==> config.mk <==
export PLATFORM = sky130hd
export DESIGN_NAME = avalon_uart_fifo_flat
export DESIGN_NICKNAME = d
export VERILOG_FILES = /design/src/rtl/avalon_uart_fifo_if.sv /design/src/rtl/avalon_uart_fifo.sv /design/src/flat_wrapper.sv
export SDC_FILE = /design/constraint.sdc
export NUM_CORES = 1
export LEC_CHECK = 0
export ABC_CLOCK_PERIOD_IN_PS = 8500
export CORE_ASPECT_RATIO = 1.2
export CORE_MARGIN = 5
export CORE_UTILIZATION = 51
export CTS_CLUSTER_DIAMETER = 50
export CTS_CLUSTER_SIZE = 20
export DETAILED_ROUTE_END_ITERATION = 10
export PLACE_DENSITY = 0.67
export SLEW_MARGIN = 40
export SYNTH_ARGS = -nofsm -noshare
export SYNTH_HDL_FRONTEND = slang
export SYNTH_SLANG_ARGS = --single-unit
export TNS_END_PERCENT = 1
==> constraint.sdc <==
create_clock -name clk -period 8.5 [get_ports clk]
set_input_delay 1.7 -clock clk [delete_from_list [all_inputs] [get_ports clk]]
set_output_delay 1.7 -clock clk [all_outputs]
set_load 0.1 [all_outputs]
==> src/rtl/avalon_uart_fifo_if.sv <==
// Avalon-MM slave bus plus the link-side valid/ready stream pair of the UART FIFO.
interface avalon_uart_fifo_if #(
  parameter int DATA_WIDTH = 8
);
  logic                  avs_chipselect;
  logic [1:0]            avs_address;
  logic                  avs_read_n;
  logic                  avs_write_n;
  logic [31:0]           avs_writedata;
  logic [31:0]           avs_readdata;
  logic                  avs_waitrequest;
  logic                  irq;
  logic [DATA_WIDTH-1:0] tx_data;
  logic                  tx_valid;
  logic                  tx_ready;
  logic [DATA_WIDTH-1:0] rx_data;
  logic                  rx_valid;
  logic                  rx_ready;

  modport slave (
    input  avs_chipselect, avs_address, avs_read_n, avs_write_n, avs_writedata,
    input  tx_ready, rx_data, rx_valid,
    output avs_readdata, avs_waitrequest, irq, tx_data, tx_valid, rx_ready
  );

  modport master (
    output avs_chipselect, avs_address, avs_read_n, avs_write_n, avs_writedata,
    output tx_ready, rx_data, rx_valid,
    input  avs_readdata, avs_waitrequest, irq, tx_data, tx_valid, rx_ready
  );
endinterface

==> src/rtl/avalon_uart_fifo.sv <==
// Avalon-MM byte-stream slave: show-ahead TX/RX FIFOs, DATA/CONTROL/THRESH
// registers, threshold interrupts and optional blocking writes on a full TX.
module avalon_uart_fifo #(
  parameter int DATA_WIDTH    = 8,
  parameter int TX_DEPTH_LOG2 = 6,
  parameter int RX_DEPTH_LOG2 = 6,
  parameter int BLOCKING      = 0
) (
  input logic               clk,
  input logic               reset,
  avalon_uart_fifo_if.slave bus_if
);
  localparam int TX_DEPTH = 1 << TX_DEPTH_LOG2;
  localparam int RX_DEPTH = 1 << RX_DEPTH_LOG2;
  localparam logic [TX_DEPTH_LOG2:0] TX_CAP = (TX_DEPTH_LOG2+1)'(TX_DEPTH);
  localparam logic [RX_DEPTH_LOG2:0] RX_CAP = (RX_DEPTH_LOG2+1)'(RX_DEPTH);
  localparam logic [15:0] TX_TH_RST = 16'(TX_DEPTH / 2);

  logic [DATA_WIDTH-1:0]    tx_mem_q [TX_DEPTH];
  logic [DATA_WIDTH-1:0]    rx_mem_q [RX_DEPTH];
  logic [TX_DEPTH_LOG2-1:0] tx_wr_q, tx_rd_q;
  logic [RX_DEPTH_LOG2-1:0] rx_wr_q, rx_rd_q;
  logic [TX_DEPTH_LOG2:0]   tx_cnt_q, tx_cnt_d, tx_space;
  logic [RX_DEPTH_LOG2:0]   rx_cnt_q, rx_cnt_d;
  logic [31:0]              readdata_q, rd_data_d;
  logic [15:0]              rx_th_q, tx_th_q;
  logic                     rd_ack_q, irq_q, re_q, we_q, ac_q;

  logic tx_full, tx_empty, rx_full, rx_empty;
  logic wr_stall, rd_start, wr_fire;
  logic tx_push, tx_pop, rx_push, rx_pop;
  logic ri, wi;
  logic unused_wdata;

  // Full/empty come straight from the registered occupancy counters, so a
  // same-cycle pop never frees space for a same-cycle push.
  assign tx_full  = (tx_cnt_q == TX_CAP);
  assign tx_empty = (tx_cnt_q == '0);
  assign rx_full  = (rx_cnt_q == RX_CAP);
  assign rx_empty = (rx_cnt_q == '0);
  assign tx_space = TX_CAP - tx_cnt_q;

  assign wr_stall = (BLOCKING != 0) && tx_full;
  assign rd_start = bus_if.avs_chipselect & ~bus_if.avs_read_n & ~rd_ack_q;
  assign wr_fire  = bus_if.avs_chipselect & ~bus_if.avs_write_n & ~wr_stall;
  assign tx_push  = wr_fire & (bus_if.avs_address == 2'd0) & ~tx_full;
  assign tx_pop   = ~tx_empty & bus_if.tx_ready;
  assign rx_push  = bus_if.rx_valid & ~rx_full;
  assign rx_pop   = rd_start & (bus_if.avs_address == 2'd0) & ~rx_empty;

  // A threshold of 0 is satisfied by any count, so the non-zero term alone
  // gives the "0 behaves as 1" rule for RI.
  assign ri = (rx_cnt_q != '0) && (32'(rx_cnt_q) >= 32'(rx_th_q));
  assign wi = (32'(tx_space) >= 32'(tx_th_q));

  assign tx_cnt_d = tx_cnt_q + (TX_DEPTH_LOG2+1)'(tx_push) - (TX_DEPTH_LOG2+1)'(tx_pop);
  assign rx_cnt_d = rx_cnt_q + (RX_DEPTH_LOG2+1)'(rx_push) - (RX_DEPTH_LOG2+1)'(rx_pop);

  assign bus_if.avs_waitrequest = bus_if.avs_chipselect &
                                  ((~bus_if.avs_read_n & ~rd_ack_q) |
                                   (~bus_if.avs_write_n & wr_stall));
  assign bus_if.avs_readdata = readdata_q;
  assign bus_if.irq          = irq_q;
  assign bus_if.tx_data      = tx_mem_q[tx_rd_q];
  assign bus_if.tx_valid     = ~tx_empty;
  assign bus_if.rx_ready     = ~rx_full;

  // Only the low DATA_WIDTH bits and a few CONTROL bits are meaningful.
  assign unused_wdata = ^bus_if.avs_writedata;

  // Read-data mux for the addressed register; unused bits read 0.
  always_comb begin
    rd_data_d = '0;
    case (bus_if.avs_address)
      2'd0: begin
        if (!rx_empty) begin
          rd_data_d[DATA_WIDTH-1:0] = rx_mem_q[rx_rd_q];
          rd_data_d[15]             = 1'b1;
          rd_data_d[31:16]          = 16'(rx_cnt_q);
        end
      end
      2'd1: begin
        rd_data_d[0]     = re_q;
        rd_data_d[1]     = we_q;
        rd_data_d[8]     = ri;
        rd_data_d[9]     = wi;
        rd_data_d[10]    = ac_q;
        rd_data_d[31:16] = 16'(tx_space);
      end
      2'd2:    rd_data_d = {tx_th_q, rx_th_q};
      default: rd_data_d = '0;
    endcase
  end

  // FIFO storage; not reset, the pointers and counters define validity.
  always_ff @(posedge clk) begin
    if (tx_push) tx_mem_q[tx_wr_q] <= bus_if.avs_writedata[DATA_WIDTH-1:0];
    if (rx_push) rx_mem_q[rx_wr_q] <= bus_if.rx_data;
  end

  // Pointers, counters, CPU registers, read handshake and interrupt.
  always_ff @(posedge clk or posedge reset) begin
    if (reset) begin
      tx_wr_q    <= '0;
      tx_rd_q    <= '0;
      rx_wr_q    <= '0;
      rx_rd_q    <= '0;
      tx_cnt_q   <= '0;
      rx_cnt_q   <= '0;
      readdata_q <= '0;
      rd_ack_q   <= 1'b0;
      irq_q      <= 1'b0;
      re_q       <= 1'b0;
      we_q       <= 1'b0;
      ac_q       <= 1'b0;
      rx_th_q    <= 16'd1;
      tx_th_q    <= TX_TH_RST;
    end else begin
      if (tx_push) tx_wr_q <= tx_wr_q + TX_DEPTH_LOG2'(1);
      if (tx_pop)  tx_rd_q <= tx_rd_q + TX_DEPTH_LOG2'(1);
      if (rx_push) rx_wr_q <= rx_wr_q + RX_DEPTH_LOG2'(1);
      if (rx_pop)  rx_rd_q <= rx_rd_q + RX_DEPTH_LOG2'(1);
      tx_cnt_q <= tx_cnt_d;
      rx_cnt_q <= rx_cnt_d;
      // First read cycle captures data and arms the ack for the second cycle.
      rd_ack_q <= rd_start;
      if (rd_start) readdata_q <= rd_data_d;
      // A non-blocking write that hits a full TX is dropped and flagged.
      if (wr_fire && bus_if.avs_address == 2'd0 && tx_full) ac_q <= 1'b1;
      if (wr_fire && bus_if.avs_address == 2'd1) begin
        re_q <= bus_if.avs_writedata[0];
        we_q <= bus_if.avs_writedata[1];
        if (bus_if.avs_writedata[10]) ac_q <= 1'b0;
      end
      if (wr_fire && bus_if.avs_address == 2'd2) begin
        rx_th_q <= bus_if.avs_writedata[15:0];
        tx_th_q <= bus_if.avs_writedata[31:16];
      end
      irq_q <= (re_q & ri) | (we_q & wi);
    end
  end
endmodule

==> src/flat_wrapper.sv <==
// flat-port wrapper written by rule: the top's interface ports become plain ports
module avalon_uart_fifo_flat 
#(
  parameter int DATA_WIDTH    = 8,
  parameter int TX_DEPTH_LOG2 = 6,
  parameter int RX_DEPTH_LOG2 = 6,
  parameter int BLOCKING      = 0
)
  (clk, reset, bus_if_avs_chipselect, bus_if_avs_address, bus_if_avs_read_n, bus_if_avs_write_n, bus_if_avs_writedata, bus_if_tx_ready, bus_if_rx_data, bus_if_rx_valid, bus_if_avs_readdata, bus_if_avs_waitrequest, bus_if_irq, bus_if_tx_data, bus_if_tx_valid, bus_if_rx_ready);
  avalon_uart_fifo_if #(.DATA_WIDTH(DATA_WIDTH)) bus_if_i ();
  input logic clk;
  input logic reset;
  input wire logic [$bits(bus_if_i.avs_chipselect)-1:0] bus_if_avs_chipselect;
  input wire logic [$bits(bus_if_i.avs_address)-1:0] bus_if_avs_address;
  input wire logic [$bits(bus_if_i.avs_read_n)-1:0] bus_if_avs_read_n;
  input wire logic [$bits(bus_if_i.avs_write_n)-1:0] bus_if_avs_write_n;
  input wire logic [$bits(bus_if_i.avs_writedata)-1:0] bus_if_avs_writedata;
  input wire logic [$bits(bus_if_i.tx_ready)-1:0] bus_if_tx_ready;
  input wire logic [$bits(bus_if_i.rx_data)-1:0] bus_if_rx_data;
  input wire logic [$bits(bus_if_i.rx_valid)-1:0] bus_if_rx_valid;
  output wire logic [$bits(bus_if_i.avs_readdata)-1:0] bus_if_avs_readdata;
  output wire logic [$bits(bus_if_i.avs_waitrequest)-1:0] bus_if_avs_waitrequest;
  output wire logic [$bits(bus_if_i.irq)-1:0] bus_if_irq;
  output wire logic [$bits(bus_if_i.tx_data)-1:0] bus_if_tx_data;
  output wire logic [$bits(bus_if_i.tx_valid)-1:0] bus_if_tx_valid;
  output wire logic [$bits(bus_if_i.rx_ready)-1:0] bus_if_rx_ready;
  assign bus_if_i.avs_chipselect = bus_if_avs_chipselect;
  assign bus_if_i.avs_address = bus_if_avs_address;
  assign bus_if_i.avs_read_n = bus_if_avs_read_n;
  assign bus_if_i.avs_write_n = bus_if_avs_write_n;
  assign bus_if_i.avs_writedata = bus_if_avs_writedata;
  assign bus_if_i.tx_ready = bus_if_tx_ready;
  assign bus_if_i.rx_data = bus_if_rx_data;
  assign bus_if_i.rx_valid = bus_if_rx_valid;
  assign bus_if_avs_readdata = bus_if_i.avs_readdata;
  assign bus_if_avs_waitrequest = bus_if_i.avs_waitrequest;
  assign bus_if_irq = bus_if_i.irq;
  assign bus_if_tx_data = bus_if_i.tx_data;
  assign bus_if_tx_valid = bus_if_i.tx_valid;
  assign bus_if_rx_ready = bus_if_i.rx_ready;
  avalon_uart_fifo #(.DATA_WIDTH(DATA_WIDTH), .TX_DEPTH_LOG2(TX_DEPTH_LOG2), .RX_DEPTH_LOG2(RX_DEPTH_LOG2), .BLOCKING(BLOCKING)) u_core (.clk(clk), .reset(reset), .bus_if(bus_if_i));
endmodule
==> results_dict.tcl <==
set metrics [dict create \
    drv_cap 0 \
    holdPathStages 2 \
    post_cts_buffers 0 \
    htree_levels 3 \
    fp.dieArea_um2 94300 \
    worstPathMaxFanout 29 \
    core_area_um2 87700 \
    syn_inst 2326 \
    path_cells "buf_4 -> mux4_1 -> mux4_2 -> a22oi_1 -> o21ai_1 -> buf_2" \
    pwr-share-comb_pct 27.8 \
    timing.fmax_ghz 0.174 \
    slew_viol_final 0 \
    period_needed_ps 5740 \
    critPathTopFamily "multiplexers" \
    synth_top_cell_by_area "edfxtp_1" \
    fp.dieW_um 281 \
    num_rows 119 \
    placed_cell_area_um2 46900 \
    drt_iter0_markers 2031 \
    drive_above_1_share_pct 24.9 \
    initial_utilization_pct 51.3 \
    path_buf_inv 2 \
    holdCritStartpoint "u_core.bus_if.avs_readdata[11]$_DFFE_PP0P_" \
    cts_tree "built" \
    synth_edf_count 1024 \
    pwr-share-clk_pct 30.1 \
    n_fill_cell 6369 \
    grt-ovfl-total 0 \
    avgSynthCellArea_um2 19.3 \
    seq_area_frac_synth_pct 74.3 \
    root_buffer "clkbuf_16" \
    synth_top_area_share_pct 68.4 \
    yosys-top-cells-area "edfxtp_1, mux4_2, dfrtp_1" \
    switchingPower_uw 5270 \
    via_count 22298 \
    rsz0062_at_grt "false" \
    synth-seq-cells 1131 \
    critPathArrivalTime_ps 4040 \
    crit_type "flip-flop to output port" \
    grt_pass1_wl_um 152000 \
    grt_max_degree 82 \
    cts_sinks 1131 \
    drc 0 \
    rr_startpoint "u_core.rd_ack_q$_DFF_PP0_" \
    internal_power_uw 10700 \
    via_per_inst 6.08 \
    insertion_delay_ps 680 \
    reg2reg_setup_slack_ps 4220 \
    drt.antenna.violating_nets 0 \
    cts_hold_buf 0 \
    io_buffer_count 92 \
    syn_to_final_growth_pct 12.3 \
    yosysWarnings 0 \
    status "completed" \
    antenna_found_initial 0 \
    holdWs_ps 473 \
    avgRoutedWirePerCell_um 27.5 \
    dr.pass1.iters 5 \
    fin_nets 2527 \
    gp_routability_congestion 0.854 \
    wirelength_um 101000 \
    p_sw_share_pct 32.9 \
    p_leak_uw 0.0167 \
    hold_violations 0 \
    die_h_um 335 \
    crit_slowest_cell "dfrtp_4" \
    cts.clk_slew.worst_paths_ps 70 \
    cts_resized 0 \
    setup_viol 0 \
    grt_pass1_vias 23487 \
    gr-usage-all-layers_pct 21.4 \
    worst_slew_pin_slew_ps 880 \
    fin_area_um2 50500 \
    worst_setup_path_start_kind "flip-flop" \
    async_flop_share_pct 9.46 \
    slew_headroom_pct 39.8 \
    clock_path_buffers 3 \
    finalSetupTns_ps 0 \
    skew_ps 29.3 \
    cts_buffers 101 \
    synth_area_um2 45000 \
    rr_endpoint "u_core.rx_cnt_q[6]$_DFF_PP0_" \
    synth_nets 2420 \
    hold_end "u_core.bus_if.avs_readdata[11]$_DFFE_PP0P_" \
    ff2ff_path_depth 17 \
    min_path_type "flip-flop to flip-flop" \
    synthFlopType "edfxtp_1" \
    cp.required_ps 6800 \
    ir_worst_vdd_v 0.000695 \
    p_per_area_nw_per_um2 317 \
    io-pin-count 93 \
    min_period_over_period_pct 67.6 \
    slowest_delay_ps 800 \
    place_hpwl_um 63000 \
    crit_path_end_kind "output port" \
    power_frac_seq_pct 42.1 \
    synth.distinct_cells 56 \
    antennaDiodeCount 0 \
]
-- stage by stage --
stage	worst slack [ps]	utilization, %	cells	power [uW]
after floorplan	3250	-	2326	10100
after global placement	2520	53.5	3477	11300
after detailed placement	2390	53.5	3479	11300
after CTS	2570	57.5	3669	16100
after global routing	2510	57.6	3669	16600
final	2760	57.6	3669	16000
-- cell type report --
class / count / area [um2] / share of cell area, %
clock inverters: 79 / 956 / 1.89
well taps: 1149 / 1440 / 2.84
repair buffers: 128 / 946 / 1.87
clock buffers: 111 / 2620 / 5.18
inverters: 43 / 164 / 0.324
flip-flops and latches: 1131 / 33500 / 66.2
multi-input cells: 1028 / 11000 / 21.7
-- sequential cells by signal, indices dropped and copies added (netlist names), 7 cells and up --
register / cells
u_core.bus_if.avs_readdata: 32
u_core.rx_cnt_q: 7
u_core.rx_mem_q: 512
u_core.rx_th_q: 16
u_core.tx_cnt_q: 7
u_core.tx_mem_q: 512
u_core.tx_th_q: 16
-- worst max-delay path by stage --
stage	start	endpoint	slack (ps)	depth (start not counted)
finish	u_core.tx_rd_q[0]$_DFFE_PP0P_	bus_if_tx_data[3]	2760	6
global route	u_core.tx_rd_q[0]$_DFFE_PP0P_	bus_if_tx_data[3]	2510	6
CTS	u_core.tx_rd_q[0]$_DFFE_PP0P_	bus_if_tx_data[1]	2570	7
detailed placement	bus_if_avs_read_n	u_core.rx_cnt_q[6]$_DFF_PP0_	2390	18
global placement	bus_if_avs_read_n	u_core.rx_cnt_q[6]$_DFF_PP0_	2520	18
floorplan	u_core.tx_rd_q[1]$_DFFE_PP0P_	bus_if_tx_data[0]	3250	6
-- cells by family (layout without fill, tap and decap cells) --
family | count (synthesis) | in the layout | share of synthesized area [%]
compound gates | 205 | 205 | 3.04
flops | 1131 | 1131 | 74.3
fa+ha+maj | 45 | 45 | 1.28
simple gates | 356 | 356 | 3.52
mux | 388 | 388 | 15.5
buf+inv | 167 | 361 | 1.72
xor+xnor | 34 | 34 | 0.662
-- cell usage in the layout, fill, tap and decap left out, drive strengths merged, types with 44 or more instances in the layout --
master / instances
dfrtp: 105
nand2: 87
inv: 75
nor2: 158
mux2: 44
clkbuf: 111
buf: 96
edfxtp: 1024
mux4: 237
mux2i: 107
-- power groups by stage --
stage	Combinational [uW]	Clock (uW)	Sequential (uW)
floorplan	3370	0	6730
global placement	4410	0	6890
detailed placement	4480	0	6860
CTS	4490	4890	6740
global route	4720	5140	6770
finish	4450	4820	6740
-- routing by layer --
layer / part of all wire, % / global-route usage [%] / vias to the layer above
li1: - / - / 9606
met4: 3.7 / 7.98 / 0
met5: 0 / 0 / -
met2: 53 / 37.2 / 788
met1: 38 / 27.6 / 11709
met3: 5.4 / 3.08 / 195
-- cell usage after synthesis, drive strengths merged (5+ instances only) --
cell / count
mux2: 44
nor2: 158
nand3: 37
nand4: 7
a22oi: 29
o21ai: 40
mux2i: 107
xor2: 7
nor4: 9
a22o: 8
mux4: 237
buf: 65
a211oi: 24
clkbuf: 59
nand2: 87
nand2b: 8
dfrtp: 105
or3b: 5
xnor2: 27
nor2b: 19
nand3b: 6
edfxtp: 1024
and2: 6
o22ai: 38
inv: 42
o2bb2ai: 5
a222oi: 6
a21oi: 29
ha: 43
-- tightest hold or removal path, stage by stage (launching register included) --
cell,delay (ps)
dfrtp_1,340
nand2_1,50
nand2_1,50
Note: power is estimated with default switching activity, not from simulation.
